--- config.mk ---
export PLATFORM = sky130hd
export DESIGN_NAME = eqn_seq_cmp_amisha
export DESIGN_NICKNAME = d
export VERILOG_FILES = /design/src/rtl/eqn_seq_cmp_amisha_pkg.sv /design/src/rtl/eqn_seq_cmp_amisha_slice.sv /design/src/rtl/eqn_seq_cmp_amisha.sv
export SDC_FILE = /design/constraint.sdc
export NUM_CORES = 1
export LEC_CHECK = 0
export CORE_MARGIN = 4
export CORE_UTILIZATION = 25
export CTS_CLUSTER_SIZE = 24
export DETAILED_ROUTE_END_ITERATION = 8
export PLACE_DENSITY = 0.44
export SETUP_SLACK_MARGIN = 0.3
export SLEW_MARGIN = 20
export SYNTH_ARGS = -nofsm -noshare
export SYNTH_HDL_FRONTEND = slang
export SYNTH_HIERARCHICAL = 1
export SYNTH_SLANG_ARGS = --single-unit
--- constraint.sdc ---
create_clock -name clk_amisha -period 1.8 [get_ports clk_amisha]
set_input_delay 0.18 -clock clk_amisha [delete_from_list [all_inputs] [get_ports clk_amisha]]
set_output_delay 0.18 -clock clk_amisha [all_outputs]
set_load 0.05 [all_outputs]
--- src/rtl/eqn_seq_cmp_amisha_pkg.sv ---
// Shared types and elaboration helpers for the
// slice-serial magnitude comparator.
package eq_cmp_pkg_amisha;

  typedef enum logic [1:0] {
    IDLE = 2'd0,
    BUSY = 2'd1,
    DONE = 2'd2
  } state_t;

  function automatic int nslice_f(int w, int s);
    return (s >= 1) ? (w / s) : 1;
  endfunction

  function automatic int idx_w_f(int w, int s);
    int n;
    n = nslice_f(w, s);
    return (n <= 1) ? 1 : $clog2(n);
  endfunction

  function automatic bit params_ok(int w, int s);
    if (s < 1 || w < 1) return 1'b0;
    return (w % s) == 0;
  endfunction

endpackage

--- src/rtl/eqn_seq_cmp_amisha_slice.sv ---
// Combinational SLICE-bit comparator: XNOR equality
// cells plus an MS-first greater-than priority chain.
module eq_slice_amisha
  import eq_cmp_pkg_amisha::*;
#(
  parameter int SLICE = 4
) (
  input  logic [SLICE-1:0] a,
  input  logic [SLICE-1:0] b,
  output logic             slice_eq,
  output logic             slice_gt
);

  logic [SLICE-1:0] bit_eq;

  for (genvar i = 0; i < SLICE; i++) begin : g_cell
    assign bit_eq[i] = ~(a[i] ^ b[i]);
  end

  assign slice_eq = &bit_eq;

  // First differing bit from the top decides the direction.
  always_comb begin
    logic hit;
    hit      = 1'b0;
    slice_gt = 1'b0;
    for (int i = SLICE - 1; i >= 0; i--) begin
      if (!hit && !bit_eq[i]) begin
        slice_gt = a[i];
        hit      = 1'b1;
      end
    end
  end

endmodule

--- src/rtl/eqn_seq_cmp_amisha.sv ---
// Multi-cycle unsigned comparator: walks the operands
// SLICE bits per clock, MS slice first.
module eqn_seq_cmp_amisha
  import eq_cmp_pkg_amisha::*;
#(
  parameter int WIDTH      = 16,
  parameter int SLICE      = 4,
  parameter int EARLY_EXIT = 1
) (
  input  logic             clk_amisha,
  input  logic             reset_amisha,
  input  logic             start_amisha,
  input  logic [WIDTH-1:0] a_amisha,
  input  logic [WIDTH-1:0] b_amisha,
  output logic             busy_amisha,
  output logic             done_amisha,
  output logic             eq_amisha,
  output logic             gt_amisha,
  output logic             lt_amisha
);

  localparam int NSLICE = nslice_f(WIDTH, SLICE);
  localparam int IDX_W  = idx_w_f(WIDTH, SLICE);
  localparam bit EE     = (EARLY_EXIT != 0);

  if (!params_ok(WIDTH, SLICE)) begin : g_bad_params
    $error("eqn_seq_cmp_amisha: SLICE must divide WIDTH");
  end

  state_t           state;
  logic [WIDTH-1:0] a_sr;
  logic [WIDTH-1:0] b_sr;
  logic [IDX_W-1:0] idx;
  logic             found;
  logic             s_eq;
  logic             s_gt;
  logic             last;

  eq_slice_amisha #(.SLICE(SLICE)) u_slice (
    .a        (a_sr[WIDTH-1 -: SLICE]),
    .b        (b_sr[WIDTH-1 -: SLICE]),
    .slice_eq (s_eq),
    .slice_gt (s_gt)
  );

  assign last = (idx == IDX_W'(NSLICE - 1));

  always_ff @(posedge clk_amisha or posedge reset_amisha) begin
    if (reset_amisha) begin
      state       <= IDLE;
      a_sr        <= '0;
      b_sr        <= '0;
      idx         <= '0;
      found       <= 1'b0;
      busy_amisha <= 1'b0;
      done_amisha <= 1'b0;
      eq_amisha   <= 1'b0;
      gt_amisha   <= 1'b0;
      lt_amisha   <= 1'b0;
    end else begin
      done_amisha <= 1'b0;
      case (state)
        IDLE, DONE: begin
          if (start_amisha) begin
            a_sr        <= a_amisha;
            b_sr        <= b_amisha;
            idx         <= '0;
            found       <= 1'b0;
            eq_amisha   <= 1'b0;
            gt_amisha   <= 1'b0;
            lt_amisha   <= 1'b0;
            busy_amisha <= 1'b1;
            state       <= BUSY;
          end else begin
            state <= IDLE;
          end
        end
        BUSY: begin
          a_sr <= a_sr << SLICE;
          b_sr <= b_sr << SLICE;
          if (!last) idx <= idx + IDX_W'(1);
          if (EE && !s_eq) begin
            gt_amisha   <= s_gt;
            lt_amisha   <= !s_gt;
            busy_amisha <= 1'b0;
            done_amisha <= 1'b1;
            state       <= DONE;
          end else begin
            // Sticky: only the first mismatching slice counts.
            if (!s_eq && !found) begin
              found     <= 1'b1;
              gt_amisha <= s_gt;
              lt_amisha <= !s_gt;
            end
            if (last) begin
              eq_amisha   <= !found && s_eq;
              busy_amisha <= 1'b0;
              done_amisha <= 1'b1;
              state       <= DONE;
            end
          end
        end
        default: state <= IDLE;
      endcase
    end
  end

endmodule

==> metrics <==
multi-input combinational cell area 927.1 um^2; mapped cell area 2047 um^2; Synth area leaders dfrtp_1, a22oi_2, nand3_1; ant diodes 0; #FFs+latches synth 42; via count 1455; drt pass-1 iters 4; fin nets 263; DP HPWL 3.100 mm; fmax 610.1 MHz; run status complete, no violations; Distinct cells, synth 35; GPL Wtd Cong 0.7166; Fin. Hold Viols 0; Yosys warnings 6; CP top delay family flip-flops; DRT Wirelength 4.738 mm; die area 9699 um^2; Total GRT Usage 9.927%; Hold Slack 236.8 ps; Setup Skew 11.16 ps; CTS Sinks 42; Skew-Pair Late Insertion Delay 300 ps; layout cells sized above 1 23.35%; number of max-cap violations 0; PortBufs 39; post-layout minimum cycle time 1639 ps; CTS tree yes; Final period util 91.06%; Routed Antenna Nets 0; synthesized net count 221; Initial Utilization 26.08%; initial DRC count 53; initial antenna violation count 0; area leader, netlist dfrtp_1; Seq/Total Area, Yosys 51.34%; first-pass GRT wire length 7.652 mm; CTS Buf Count 5; Total Neg Setup Slack 0 ps; final core utilization 35.00%; Mean Syn Cell Area 11.12 um^2; slack of the critical path 160.9 ps; Critical-path top delay cell dfrtp_1; Worst slew margin 67.54%; Setup crit end kind register; Setup crit start kind register; CP max stage delay 420 ps; FILL cells 813; worst slew pin tran 488.9 ps; Crit path arrival time 1810 ps; die width 98.49 um; io pins 40; Yosys top cell area share 51.34%; type of the tightest min-delay check primary input to async pin; WS Path Type register to register; Final setup viols 0; core area 7848 um^2; Pins Over Slew Limit 0; clk root buf clkbuf_8; worst-path maximum fanout 5; gate count of the mapped netlist 184; chip height 98.49 um; Pleak 0.001192 uW; crit path buf inv count 1; register area 1051 um^2; pre-CTS WS 127.5 ps; Std-Cell Rows 32; Total Power 4409 uW; largest net degree at the start of global routing 43; P&R area growth vs syn 34.17%; vias in the first global route 1511; crit path cell chain ha_4, nand2_2, nor4bb_1, buf_4, nand2b_4, o221ai_2, o21ai_1; RSZ-0062 raised after global routing yes; number of H-tree levels 2; CTS Buffer Depth 2; average wire per standard cell 14.40 um; Residual DRC 0; R2R depth 7; critical path depth 7; gr ovfl total 0; WP data required 1970 ps; Peak VDD IR 0.4676 mV; total power density per cell area 1605 nW/um^2; Vias per Instance 4.422; Clock Pin Slew Worst Setup and Hold Paths 90 ps
==> final timing paths <==
| check | from | to | slack, ps |
|---|---|---|---|
| setup reg to reg | a_sr[15] | eq_amisha | 160 |
| max in group asynchronous | reset_amisha | a_sr[13] | 1350 |
| hold / removal | reset_amisha | b_sr[7] | 240 |
| hold reg to reg | found | found | 490 |
| min in group clk_amisha | a_amisha[0] | a_sr[0] | 480 |
| setup / recovery | a_sr[15] | eq_amisha | 160 |
==> cells in the final DEF, fill, tap and decap left out, types with 2 or more instances in the layout <==
master           count
inv_1                5
a22oi_2             19
dlygate4sd2_1        5
nand2b_1             2
nor2b_4              2
o211ai_1             2
a21oi_1              2
clkdlybuf4s50_1     34
nand3_1             24
xnor2_1              2
buf_12               4
clkbuf_8             5
o221ai_2             2
a22o_1               8
buf_4                5
clkinv_2             2
o21ai_1              3
a22oi_1              5
nand2_1             30
a21oi_2              2
dfrtp_1             42
==> layer usage <==
layer | global-route usage [%] | wire, um | vias up
li1 | - | - | 744
met3 | 2.831 | 266 | 6
met2 | 15.39 | 2187 | 33
met5 | 0 | 0 | -
met1 | 13.42 | 2225 | 672
met4 | 3.151 | 59 | 0
==> state kept, by name, summed over array words and instances (netlist names) <==
signal,flops
b_sr,16
a_sr,16
found,1
eq_amisha,1
gt_amisha,1
lt_amisha,1
idx,2
state,2
done_amisha,1
busy_amisha,1
==> power by group <==
| part | switching (uW) | internal, uW |
|---|---|---|
| clock | 332 | 409 |
| sequential | 313 | 1350 |
| combinational | 1090 | 916 |
| total | 1730 | 2680 |
==> kinds of logic (layout without fill, tap and decap cells) <==
kind of cell	after synthesis	in the layout	share of synthesized area (%)
flip-flops	42	42	51.34
adder cells (fa/ha/maj)	2	2	1.222
AND/OR/NAND/NOR	70	70	17.97
XOR/XNOR	2	2	0.8559
AO/OA/AOI/OAI	48	48	22.07
multiplexers	1	1	0.4890
buffers and inverters	19	62	6.051
==> cells in the mapped netlist <==
| library cell | number |
|---|---|
| dfrtp_1 | 42 |
| nand2_1 | 31 |
| nand3_1 | 24 |
| a22oi_2 | 19 |
| a22o_1 | 8 |
| buf_2 | 6 |
| a22oi_1 | 5 |
| buf_6 | 5 |
| inv_1 | 5 |
| a21oi_1 | 4 |
| nand2b_1 | 3 |
| o21ai_1 | 3 |
| buf_4 | 2 |
| ha_1 | 2 |
| o211ai_1 | 2 |
| o221ai_1 | 2 |
| o31ai_1 | 2 |
| xnor2_1 | 2 |
| and2_1 | 1 |
| and2b_1 | 1 |
| clkbuf_1 | 1 |
| mux2i_1 | 1 |
| nand2b_2 | 1 |
| nand3b_1 | 1 |
| nor2_1 | 1 |
| nor2_4 | 1 |
| nor2b_1 | 1 |
| nor2b_2 | 1 |
| nor2b_4 | 1 |
| nor3_4 | 1 |
| nor3b_2 | 1 |
| nor4bb_1 | 1 |
| o211ai_2 | 1 |
| o21ai_0 | 1 |
| o22ai_1 | 1 |
==> area by class of cell <==
type	instances	share of cell area, %
sequential	42	38.27
inverter	5	0.6834
tap	102	4.647
clock inverter	3	1.458
clock buffer	5	2.506
multi-input combinational	123	33.76
timing repair buffer	49	18.68
==> worst register-to-register path, stage by stage, from the launching register on <==
cell and delay, ps:
dfrtp_1 420, ha_4 290, nand2_2 50, nor4bb_1 260
buf_4 210, nand2b_4 60, o221ai_2 150, o21ai_1 80
==> timing repair <==
action                                  4_1_cts  5_1_grt
hold buffers                                  0        0
endpoints found under the setup margin       10        7
setup buffers                                 3        0
resized for setup                             8        5
cloned                                        0        0
pin swaps                                     4        3
==> stage by stage <==
step                      area, um^2  cells
after detailed placement        2582    318
after floorplan                 2063    184
after global routing            2746    329
final                           2746    329
after global placement          2582    318
after CTS                       2720    329
Power figures use the tool's default switching activity.
